`src/rtl/zet_front_fifo.sv`:
```
// Instruction FIFO between the prefetcher and decode: stores fetched words tagged
// with their CS:IP, first-word-fall-through head, occupancy status and redirect flush.
module zet_front_fifo #(
    parameter int DATA_W     = 16,
    parameter int ADDR_W     = 16,
    parameter int DEPTH_LOG2 = 3,
    parameter int AF_MARGIN  = 2
) (
    input  logic                  clk,
    input  logic                  rst,
    input  logic                  flush,
    input  logic                  wr_fifo,
    input  logic [DATA_W-1:0]     fifo_dat_i,
    input  logic [ADDR_W-1:0]     cs_i,
    input  logic [ADDR_W-1:0]     ip_i,
    output logic                  fifo_full,
    output logic                  almost_full,
    input  logic                  rd_fifo,
    output logic                  valid,
    output logic [DATA_W-1:0]     fifo_dat_o,
    output logic [ADDR_W-1:0]     cs_o,
    output logic [ADDR_W-1:0]     ip_o,
    output logic [DEPTH_LOG2:0]   count
);

    localparam int DEPTH   = 1 << DEPTH_LOG2;
    localparam int ENTRY_W = DATA_W + 2 * ADDR_W;
    localparam logic [DEPTH_LOG2:0] FULL_CNT = (DEPTH_LOG2 + 1)'(DEPTH);
    localparam logic [DEPTH_LOG2:0] AF_THR   = (DEPTH_LOG2 + 1)'(DEPTH - AF_MARGIN);

    logic [ENTRY_W-1:0]    mem [DEPTH];
    logic [DEPTH_LOG2-1:0] wr_ptr;
    logic [DEPTH_LOG2-1:0] rd_ptr;
    logic [DEPTH_LOG2:0]   cnt;
    logic [ENTRY_W-1:0]    head;
    logic                  we;
    logic                  re;

    // Status comes only from the registered count, so no request-to-status path exists.
    assign fifo_full   = (cnt == FULL_CNT);
    assign valid       = (cnt != '0);
    assign almost_full = (cnt >= AF_THR);
    assign count       = cnt;

    assign we = wr_fifo & ~fifo_full & ~flush;
    assign re = rd_fifo & valid & ~flush;

    always_ff @(posedge clk) begin
        if (we && !rst) begin
            mem[wr_ptr] <= {cs_i, ip_i, fifo_dat_i};
        end
    end

    always_ff @(posedge clk) begin
        if (rst || flush) begin
            wr_ptr <= '0;
            rd_ptr <= '0;
            cnt    <= '0;
        end else begin
            if (we) begin
                wr_ptr <= wr_ptr + DEPTH_LOG2'(1);
            end
            if (re) begin
                rd_ptr <= rd_ptr + DEPTH_LOG2'(1);
            end
            case ({we, re})
                2'b10:   cnt <= cnt + (DEPTH_LOG2 + 1)'(1);
                2'b01:   cnt <= cnt - (DEPTH_LOG2 + 1)'(1);
                default: cnt <= cnt;
            endcase
        end
    end

    // Head is forced to zero when empty so stale or unwritten storage never leaks out.
    assign head       = mem[rd_ptr];
    assign fifo_dat_o = valid ? head[DATA_W-1:0]                 : '0;
    assign ip_o       = valid ? head[DATA_W +: ADDR_W]           : '0;
    assign cs_o       = valid ? head[DATA_W + ADDR_W +: ADDR_W]  : '0;

endmodule

```
`config.mk`:
```
export PLATFORM = sky130hd
export DESIGN_NAME = zet_front_fifo
export DESIGN_NICKNAME = d
export VERILOG_FILES = /design/src/rtl/zet_front_fifo.sv
export SDC_FILE = /design/constraint.sdc
export NUM_CORES = 1
export LEC_CHECK = 0
export ABC_AREA = 1
export BUFFER_PORTS_ARGS = -buffer_cell sky130_fd_sc_hd__buf_2
export CAP_MARGIN = 20
export CORE_ASPECT_RATIO = 1.2
export CORE_MARGIN = 3
export CORE_UTILIZATION = 30
export CTS_CLUSTER_SIZE = 14
export DETAILED_ROUTE_END_ITERATION = 16
export PLACE_DENSITY_LB_ADDON = 0.08
export SYNTH_ARGS = -nofsm -noshare
export SYNTH_HDL_FRONTEND = slang
export SYNTH_SLANG_ARGS = --single-unit
```
`constraint.sdc`:
```
create_clock -name clk -period 7.1 [get_ports clk]
set_clock_uncertainty 0.1 [all_clocks]
set_input_delay 0.71 -clock clk [delete_from_list [all_inputs] [get_ports clk]]
set_output_delay 0.71 -clock clk [all_outputs]
set_load 0.01 [all_outputs]
```
* Word-level counts from Yosys, hierarchy flattened
Memories as Yosys holds them, arrays and structs flattened. A register that Yosys moved wholly into a read port is not among the register bits.
Cells that the tools add are included.
** Cells by class
- Add/subtract/negate cells :: 4
- $mul :: 0
- Div/mod/pow operators :: 0
- Magnitude comparators :: 1
- Equality and inequality tests :: 3
- Shift operators :: 0
- Muxes and demuxes :: 8
- Bitwise operators :: 6
- Reduce and logical (&&, ||, !) cells :: 5
** Operator list (number)
- $mux W16 :: 3
- $pmux W4 S2 :: 1
- $add A3 B1 Y3 const B :: 2
- $mux W3 :: 2
- $add A4 B1 Y4 const B :: 1
- $and A1 B1 Y1 :: 4
- $eq A4 B4 Y1 const B :: 1
- $ge A4 B3 Y1 const B :: 1
- $reduce_bool A4 Y1 :: 1
- $sub A4 B1 Y4 const B :: 1
- $eq A2 B1 Y1 const B :: 1
- $eq A2 B2 Y1 const B :: 1
- $mux W1 :: 2
- $not A1 Y1 :: 2
- $reduce_bool A2 Y1 :: 1
- $logic_and A1 B1 Y1 :: 1
- $logic_not A1 Y1 :: 1
- $logic_or A1 B1 Y1 :: 1
** Storage, ports and cells
- Register bits after elaboration :: 10
- Latch bits :: 0
- Memory bits (writable) :: 384
- Bits in read-only memories :: 0
- Input bits :: 53
- Output and inout port bits :: 55
- Word-level logic and storage cells :: 31
- Memories :: 1
** Memories
- mem :: words 8, width 48, rd ports 1, clocked after memory_dff 1, wr ports 1, line 31 : logic [ENTRY_W-1:0] mem [DEPTH];

* Depth between registers and ports, before layout
Gate-level depths: netlist (run 1).
- Depth after elaboration :: 7
- Depth in mapped cells :: 13
- Depth with buffers taken out :: 13

* Least setup slack after synthesis (run 1)
OpenSTA, ideal clock, no wires.
- Kind :: input to register
- Start point :: in wr_fifo
- End point :: mem mem[3][0] (netlist bit), enable pin
- Library setup time :: 513 ps
- Arrival time :: 4387 ps
- Required time :: 6487 ps
- Slack :: 2100 ps
- Cell stages on the path :: 4
- Path buffers :: 0
- Cell sequence :: inv_1 -> nor2_1 -> nand2_1 -> nor3_1
** On the way
- Cells in the longest elaborated chain, start to end :: 5
** RTL lines
- start, declared :: line 12 : input logic wr_fifo,
- $and A1 B1 Y1 (2 in series) :: line 45 : assign we = wr_fifo & ~fifo_full & ~flush;
- $logic_and A1 B1 Y1 :: line 49 : if (we && !rst) begin
- $mux W1 :: line 49
- $mux W1 (implied by the code) :: line 50 : mem[wr_ptr] <= {cs_i, ip_i, fifo_dat_i};
- end, declared :: line 31
No other way between the ends.

==> results.sh, run 1 <==
export IMPL_timing_rr_start="count[0]$_SDFFE_PP0P_"
export IMPL_cts_resized=0
export IMPL_crit_path_max_incr_delay_ns=0.69
export IMPL_switchingPower_mw=1.08
export IMPL_worst_ep_required_time_ns=6.29
export IMPL_r2r_slack_ns=4.11
export IMPL_die_area_mm2=0.0577
export IMPL_synth_area_leaders="edfxtp_1 70%, nand2_1 8.0%, nor2_1 5.8%"
export IMPL_via_per_inst=4.53
export IMPL_cts_root_buf="clkbuf_16"
export IMPL_yosys_area_share_simple_pct=17.3
export IMPL_wirelength_um=42800
export IMPL_hold_violations=0
export IMPL_overflow=0
export IMPL_synth_xor_area_share_pct=0.266
export IMPL_max_slew_margin_pct=35.8
export IMPL_start_util_pct=30.5
export IMPL_holdWs_ns=0.314
export IMPL_worst_setup_path_start_kind="flop"
export IMPL_grt_pass1_wl_um=65200
export IMPL_post_cts_buffers=0
export IMPL_die_w_um=220
export IMPL_synth_top_area_share_pct=70.1
export IMPL_synth_adder_area_share_pct=0.502
export IMPL_synth_edff_count=384
export IMPL_sw_frac_of_total_pct=22.0
export IMPL_fin_nets=1628
export IMPL_cts_tree="built"
export IMPL_synth_top_family_by_area="simple AND/OR/NAND/NOR gates"
export IMPL_insertion_delay_ns=0.55
export IMPL_core_area_mm2=0.0540
export IMPL_cp_end_kind="primary output"
export IMPL_drt_iter0_drc=467
export IMPL_fmax_mhz=244
export IMPL_hpwlAfterDp_um=20600
export IMPL_synth_area_leader_cell="edfxtp_1"
export IMPL_critPathMostFrequentCell="nand2_1"
export IMPL_min_period_ns=4.09
export IMPL_drive_gt1_share_pct=15.3
export IMPL_cts_sinks=397
export IMPL_remaining_drc_errors=0
export IMPL_final_cells=2316
export IMPL_yosys_warnings=0
export IMPL_fin_ws_ns=3.01
export IMPL_htreeDepth=2
export IMPL_grt_max_degree=86
export IMPL_syn_avg_cell_area_um2=11.1
export IMPL_p_clk_share_pct=42.5
export IMPL_postPlaceCellArea_mm2=0.0176
export IMPL_ys_ff_latch=397
export IMPL_synthTopCellsByCount="384 x edfxtp_1, 351 x nand2_1, 255 x nor2_1"
export IMPL_firstDrtPassIters=5
export IMPL_p_leak_nw=7.13
export IMPL_first_global_vias=10521
export IMPL_finalMaxSlewViolations=0
export IMPL_postCtsHoldBufs=0
export IMPL_yosysSeqAreaShare_pct=71.7
export IMPL_nFillCells=5443
export IMPL_dpl_cell_count=2235
export IMPL_cp_slowest_cell="buf_4"
export IMPL_yosysMostFrequentCell="edfxtp_1"
export IMPL_pre_cts_slack_ns=3.42
export IMPL_maxCapViolations=0
export IMPL_rsz0062_at_grt="false"
export IMPL_synth_area_mm2=0.0165
export IMPL_synth_cell_types=23
export IMPL_ios=108
export IMPL_grt_usage_pct=14.9
export IMPL_seqPwrFrac_pct=52.6
export IMPL_io_buffers=107
export IMPL_synthCells=1478
export IMPL_drtAntennaViolNets=0
export IMPL_cp_num_buf_inv=3
export IMPL_synthMuxAreaShare_pct=0
export IMPL_numCtsBuffers=44
export IMPL_synth_flop_cell="edfxtp_1"
export IMPL_wl_per_cell_um=18.5
export IMPL_min_from="ip_i[1]"
export IMPL_synth_compound_area_share_pct=4.78
export IMPL_p_int_mw=3.84
export IMPL_final_area_mm2=0.0189
export IMPL_cp_max_fo=85
export IMPL_clockBufferDepth=3
export IMPL_vias=10482
export IMPL_rows=93
export IMPL_syn_nets=1537
export IMPL_path_clk_slew_ns=0.06
export IMPL_total_power_mw=4.92
export IMPL_timing_final_crit_share_pct=57.6
export IMPL_antenna_found_initial=5
export IMPL_syn2layout_area_growth_pct=14.9
export IMPL_max_vdd_ir_drop_uv=154
export IMPL_antenna_cells=0
export IMPL_crit_type="reg -> out"
export IMPL_synthArstFlopShare_pct=0
export IMPL_setup_violations=0
export IMPL_p_per_area_mw_per_mm2=260
export IMPL_path_cells="inv_6 -> buf_4 -> nand2_1 -> nand2_1 -> nand2_1 -> nand3_1 -> nand2_1 -> nor2_1 -> buf_2"
export IMPL_fin_setup_tns_ns=0
export IMPL_cpLargestDelayFamily="buffers and inverters"
export IMPL_worstMarginPinSlew_ns=0.963
export IMPL_gp_congestion=0.689
export IMPL_status="finished, final reports clean"
export IMPL_crit_arrival_ns=3.28
export IMPL_holdCritPathClass="in -> reg"
export IMPL_pwr_share_comb_pct=4.9
export IMPL_die_h_um=263
export IMPL_finish_utilization_pct=35.0
-- layout by cell type (no fill, tap or decap), types with 2 or more instances in the layout --
cell type	count
nor3_2	4
nand3_1	105
clkbuf_16	46
o21ai_1	49
edfxtp_1	384
xnor2_1	2
o21ai_0	100
nor2_1	251
dfxtp_1	10
buf_4	17
inv_1	60
inv_2	53
a21oi_1	8
clkinv_2	7
clkbuf_1	17
xor2_1	3
dfxtp_4	2
nand2_1	351
buf_2	107
ha_1	5
clkinv_1	11
nor2_4	4
-- flip-flops by register name (all words and copies together), names as in the netlist, named ones only --
name / flops
count: 4
rd_ptr: 3
mem: 384
wr_ptr: 3
-- cell families (layout without fill, tap and decap cells) --
group           after synthesis  in the layout
fa+ha+maj                     6              6
flops                       397            397
compound gates              157            157
simple gates                718            718
xor+xnor                      5              5
buf+inv                     195            321
-- worst paths after layout --
check,endpoint,depth (start not counted)
setup / recovery,fifo_dat_o[2],9
hold / removal,mem[1][17]$_DFFE_PP_,1
setup reg to reg,count[3]$_SDFFE_PP0P_,13
hold reg to reg,wr_ptr[0]$_SDFFE_PP0P_,2
-- cell type report --
class	instances	area [um^2]	share of cell area, %
well taps	712	891	4.71
repair buffers	124	663	3.51
multi-input cells	886	3810	20.1
clock inverters	18	92.6	0.490
flip-flops and latches	397	11800	62.4
inverters	116	442	2.34
clock buffers	63	1210	6.42
-- metal layers --
metal / wire length [um] / global-route usage (%) / vias up
li1: - / - / 5138
met3: 1580 / 2.83 / 59
met4: 788 / 3.57 / 6
met5: 40 / 0 / -
met2: 20900 / 25.2 / 154
met1: 19500 / 19.7 / 5125
-- power groups by stage --
stage / Sequential (mW) / Clock, mW / Combinational (mW)
after floorplan: 2.64 / 0 / 0.130
after global placement: 2.64 / 0 / 0.251
after detailed placement: 2.64 / 0 / 0.253
after CTS: 2.59 / 2.17 / 0.253
after global routing: 2.59 / 2.26 / 0.276
final: 2.59 / 2.09 / 0.242
No activity file was read; power rests on OpenSTA's default activity.
==> inputs of run 2 (changes only) <==
==> constraint.sdc (replaced) <==
create_clock -name clk -period 4.1 [get_ports clk]
set_clock_uncertainty 0.1 [all_clocks]
set_input_delay 0.41 -clock clk [delete_from_list [all_inputs] [get_ports clk]]
set_output_delay 0.41 -clock clk [all_outputs]
set_load 0.01 [all_outputs]
==> run 2 against run 1 <==
Compared with the run above:
- utilization increased by 0.16 points
- combinational power increased by 79%
- total power increased by 72%
- largest power group unchanged
- global-route usage increased by 0.27 points
- sequential share of layout area decreased by 0.28 points
- routed wire length increased by 2.9%
- clock-buffer cell count decreased by 9
- worst hold slack got worse by 0.28 ns
- final area increased by 0.45%
- sequential power increased by 73%
- clock power increased by 70%
- via count increased by 0.31%
- largest cell class unchanged
==> results.sh, run 2 (synthesized netlist as in run 1, its figures left out) <==
export IMPL_status="finished, final reports clean"
export IMPL_path_cells="inv_6 -> buf_12 -> nand2_1 -> nand2_1 -> nand2_1 -> nand3_1 -> nand2_1 -> nor2_1 -> buf_2"
export IMPL_wl_per_cell_um=19.0
export IMPL_worst_setup_path_start_kind="flop"
export IMPL_first_global_vias=10542
export IMPL_crit_path_max_incr_delay_ns=0.50
export IMPL_maxCapViolations=0
export IMPL_largest_register_ffs=384
export IMPL_cts_resized=0
export IMPL_postPlaceCellArea_mm2=0.0177
export IMPL_fin_ws_ns=0.877
export IMPL_die_h_um=263
export IMPL_cts_sinks=397
export IMPL_crit_type="reg -> out"
export IMPL_firstDrtPassIters=4
export IMPL_htreeDepth=2
export IMPL_ios=108
export IMPL_antenna_found_initial=3
export IMPL_drtAntennaViolNets=0
export IMPL_die_w_um=220
export IMPL_overflow=0
export IMPL_insertion_delay_ns=0.53
export IMPL_postCtsHoldBufs=0
export IMPL_grt_max_degree=99
export IMPL_finish_utilization_pct=35.2
export IMPL_layout_commonest_cell="edfxtp_1"
export IMPL_fin_nets=1638
export IMPL_cts_tree="built"
export IMPL_path_clk_slew_ns=0.06
export IMPL_clockBufferDepth=3
export IMPL_wirelength_um=44000
export IMPL_holdCritPathClass="in -> reg"
export IMPL_via_per_inst=4.53
export IMPL_drt_iter0_drc=502
export IMPL_worstMarginPinSlew_ns=0.965
export IMPL_core_area_mm2=0.0540
export IMPL_pre_cts_slack_ns=1.39
export IMPL_cp_end_kind="primary output"
export IMPL_hpwlAfterDp_um=22900
export IMPL_timing_final_crit_share_pct=78.6
export IMPL_worst_ep_required_time_ns=3.59
export IMPL_crit_arrival_ns=2.71
export IMPL_max_vdd_ir_drop_uv=292
export IMPL_regMostFlops="mem"
export IMPL_gp_congestion=0.714
export IMPL_p_per_area_mw_per_mm2=446
export IMPL_post_cts_buffers=0
export IMPL_die_area_mm2=0.0577
export IMPL_io_buffers=107
export IMPL_final_area_mm2=0.0190
export IMPL_cts_root_buf="clkbuf_16"
export IMPL_setup_violations=0
export IMPL_rows=93
export IMPL_max_slew_margin_pct=35.6
export IMPL_p_leak_nw=7.18
export IMPL_critPathMostFrequentCell="nand2_1"
export IMPL_fmax_mhz=310
export IMPL_layout_common_cells="384 x edfxtp_1, 351 x nand2_1, 251 x nor2_1"
export IMPL_grt_pass1_wl_um=66100
export IMPL_drive_gt1_share_pct=15.9
export IMPL_holdWs_ns=0.0321
export IMPL_start_util_pct=30.5
export IMPL_numCtsBuffers=43
export IMPL_min_period_ns=3.22
export IMPL_grt_usage_pct=15.2
export IMPL_cp_slowest_cell="inv_6"
export IMPL_cp_max_fo=65
export IMPL_syn2layout_area_growth_pct=15.5
export IMPL_vias=10515
export IMPL_rsz0062_at_grt="false"
export IMPL_remaining_drc_errors=0
export IMPL_finalMaxSlewViolations=0
export IMPL_hold_violations=0
-- run 2: cell types whose count changed in the layout (fill, tap and decap cells not counted), sizes merged --
cell      previous run  this run
clkinvlp             0         1
clkbuf              63        54
diode                0         2
inv                114       115
clkinv              20        18
buf                124       135
bufinv               0         1
-- run 2: cell type report --
cell class	count	area, um^2
antenna	2	5.00
clock buffer	54	1130
inverter	116	442
multi-input combinational	886	3810
fill	5481	35000
tap	712	891
clock inverter	19	115
sequential	397	11800
timing repair buffer	135	808
-- run 2: metal layers --
layer | up-vias | track usage [%] | share of wire (%)
li1 | 5157 | - | -
met2 | 150 | 25.9 | 49
met5 | - | 0 | 0.048
met3 | 65 | 2.38 | 3.6
met4 | 4 | 3.93 | 2.1
met1 | 5139 | 20.0 | 45
-- run 2: path summary, 6_finish.rpt --
| check | start | end | slack (ns) | cells after the start |
|---|---|---|---|---|
| max | flop | fifo_dat_o[2] | 0.88 | 9 |
| min | cs_i[9] | mem[3][41]$_DFFE_PP_ | 0.03 | 1 |
| max reg2reg | count[0]$_SDFFE_PP0P_ | mem[6][1]$_DFFE_PP_ | 1.52 | 5 |
| min reg2reg | wr_ptr[0]$_SDFFE_PP0P_ | wr_ptr[0]$_SDFFE_PP0P_ | 0.39 | 2 |
-- run 2: critical path: cells and delay by family (launching register included) --
family,cells,cell delay (ns)
flip-flops,1,0.49
AND/OR/NAND/NOR,6,0.58
buffers and inverters,3,1.04
-- run 2: report_power, final --
group / total, mW / switching, mW / internal [mW]
Sequential: 4.48 / 0.0124 / 4.47
Clock: 3.55 / 1.56 / 2.00
Combinational: 0.432 / 0.304 / 0.128
Total: 8.46 / 1.87 / 6.59
-- run 2: stage by stage --
stage          total power, mW  instances  setup TNS, ns
3_3_place_gp              5.01       2246              0
3_5_place_dp              5.01       2246              0
6_report                  8.46       2321              0
5_1_grt                   8.77       2319              0
2_1_floorplan             4.79       1478        -124.60
4_1_cts                   8.60       2319              0
==> inputs of run 3 (changes only) <==
==> constraint.sdc (replaced) <==
create_clock -name clk -period 3.16 [get_ports clk]
set_clock_uncertainty 0.1 [all_clocks]
set_input_delay 0.316 -clock clk [delete_from_list [all_inputs] [get_ports clk]]
set_output_delay 0.316 -clock clk [all_outputs]
set_load 0.01 [all_outputs]
==> run 3 against run 2 <==
Compared with the run above:
- clock power is 32% higher
- via count grew 1.4%
- die area stayed put
- first-iteration DRC count decreased by 7.6%
- global-route usage fell by 0.24 points
- worst hold slack gained 0.0040 ns
- worst setup slack lost 0.67 ns
==> results.sh, run 3 (synthesized netlist as in run 1, its figures left out) <==
export IMPL_cp_max_fo=192
export IMPL_core_area_mm2=0.0540
export IMPL_setup_violations=0
export IMPL_io_buffers=107
export IMPL_min_period_ns=2.96
export IMPL_largest_register_ffs=384
export IMPL_die_h_um=263
export IMPL_worst_setup_path_start_kind="flop"
export IMPL_fin_ws_ns=0.204
export IMPL_cp_slowest_cell="buf_12"
export IMPL_syn2layout_area_growth_pct=19.4
export IMPL_die_w_um=220
export IMPL_worstMarginPinSlew_ns=0.894
export IMPL_crit_path_max_incr_delay_ns=0.68
export IMPL_hold_violations=0
export IMPL_grt_max_degree=193
export IMPL_crit_type="reg -> out"
export IMPL_cts_sinks=397
export IMPL_grt_usage_pct=14.9
export IMPL_path_cells="buf_12 -> o21ai_0 -> o21ai_1 -> nor2_1 -> nor2_1 -> buf_2"
export IMPL_cts_root_buf="clkbuf_16"
export IMPL_cts_tree="built"
export IMPL_crit_arrival_ns=2.54
export IMPL_fmax_mhz=338
export IMPL_timing_final_crit_share_pct=93.5
export IMPL_numCtsBuffers=43
export IMPL_drtAntennaViolNets=0
export IMPL_clockBufferDepth=3
export IMPL_via_per_inst=4.49
export IMPL_overflow=0
export IMPL_rsz0062_at_grt="false"
export IMPL_p_leak_nw=7.47
export IMPL_remaining_drc_errors=0
export IMPL_rows=93
export IMPL_max_vdd_ir_drop_uv=276
export IMPL_antenna_found_initial=1
export IMPL_total_power_mw=11.1
export IMPL_layout_commonest_cell="edfxtp_1"
export IMPL_r2r_slack_ns=0.83
export IMPL_firstDrtPassIters=4
export IMPL_wl_per_cell_um=18.2
export IMPL_regMostFlops="mem"
export IMPL_timing_rr_start="count[0]$_SDFFE_PP0P_"
export IMPL_insertion_delay_ns=0.55
export IMPL_htreeDepth=2
export IMPL_r2r_end="count[2]$_SDFFE_PP0P_"
export IMPL_grt_pass1_wl_um=65700
export IMPL_finalMaxSlewViolations=0
export IMPL_vias=10664
export IMPL_critPathMostFrequentCell="nor2_1"
export IMPL_drive_gt1_share_pct=15.4
export IMPL_drt_iter0_drc=464
export IMPL_ios=108
export IMPL_holdCritPathClass="in -> reg"
export IMPL_fin_setup_tns_ns=0
export IMPL_p_per_area_mw_per_mm2=565
export IMPL_hold_depth=4
export IMPL_cp_end_kind="primary output"
export IMPL_path_clk_slew_ns=0.06
export IMPL_crit_end="cs_o[1]"
export IMPL_die_area_mm2=0.0577
export IMPL_layout_common_cells="384 x edfxtp_1, 351 x nand2_1, 251 x nor2_1"
export IMPL_status="finished, final reports clean"
export IMPL_first_global_vias=10719
export IMPL_start_util_pct=30.5
export IMPL_max_slew_margin_pct=40.4
export IMPL_ff2ff_path_depth=10
export IMPL_worst_ep_required_time_ns=2.74
export IMPL_finish_utilization_pct=36.4
export IMPL_dpl_cell_count=2250
export IMPL_gp_congestion=0.720
export IMPL_fin_nets=1690
export IMPL_wirelength_um=43100
export IMPL_pre_cts_slack_ns=0.692
export IMPL_maxCapViolations=0
export IMPL_final_cells=2374
export IMPL_hpwlAfterDp_um=21600
[run 3: cell types whose count changed in the layout (fill, tap and decap cells not counted), sizes merged]
cell,delta
diode,-1
clkinv,-1
dlygate4sd3,+48
clkbuf,+5
clkinvlp,-1
buf,+4
inv,-1
[run 3: what timing repair did]
| action | in CTS | in global routing |
|---|---|---|
| hold buffers | 48 | 0 |
| gates resized for setup | 0 | 2 |
| buffers inserted | 0 | 0 |
| endpoints found under the hold margin | 384 | 0 |
| endpoints found under the setup margin | 0 | 1 |
[run 3: how the worst min path moves through the flow]
stage                      startpoint                     end
2_1_floorplan           fifo_dat_i[0]     mem[0][0]$_DFFE_PP_
3_3_place_gp   wr_ptr[0]$_SDFFE_PP0P_  wr_ptr[0]$_SDFFE_PP0P_
3_5_place_dp   wr_ptr[0]$_SDFFE_PP0P_  wr_ptr[0]$_SDFFE_PP0P_
4_1_cts                         flush  wr_ptr[2]$_SDFFE_PP0P_
5_1_grt                         flush                    flop
6_report                        flush  wr_ptr[2]$_SDFFE_PP0P_
[run 3: where the power goes]
| part | internal, mW | switching, mW |
|---|---|---|
| clock network | 2.69 | 1.98 |
| registers | 5.80 | 0.0128 |
| logic | 0.211 | 0.409 |
[run 3: critical path: cells and delay by family (launching register included)]
kind	cells	cell delay [ns]
flip-flops	1	0.39
AND/OR/NAND/NOR	2	0.28
buffers and inverters	2	0.86
AO/OA/AOI/OAI	2	0.39
[run 3: final cells by class]
class | count | area [um^2]
Clock inverter | 16 | 88.8
Multi-Input combinational cell | 886 | 3830
Timing Repair Buffer | 187 | 1390
Clock buffer | 59 | 1190
Inverter | 116 | 444
Antenna cell | 1 | 2.50
Sequential cell | 397 | 11800
Fill cell | 5348 | 34400
Tap cell | 712 | 891
[run 3: layer usage]
metal / global-route usage, % / wire (um)
met1: 19.9 / 19900
met2: 25.4 / 21100
met3: 2.29 / 1340
met4: 3.64 / 784
met5: 0 / 0
[run 3: stage by stage]
| stage | hold WS [ns] | area [um^2] |
|---|---|---|
| finish | 0.0361 | 19600 |
| global route | 0.0448 | 19600 |
| CTS | 0.00858 | 19600 |
| detailed placement | 0.379 | 17900 |
| global placement | 0.386 | 17900 |
| floorplan | 0.315 | 16500 |
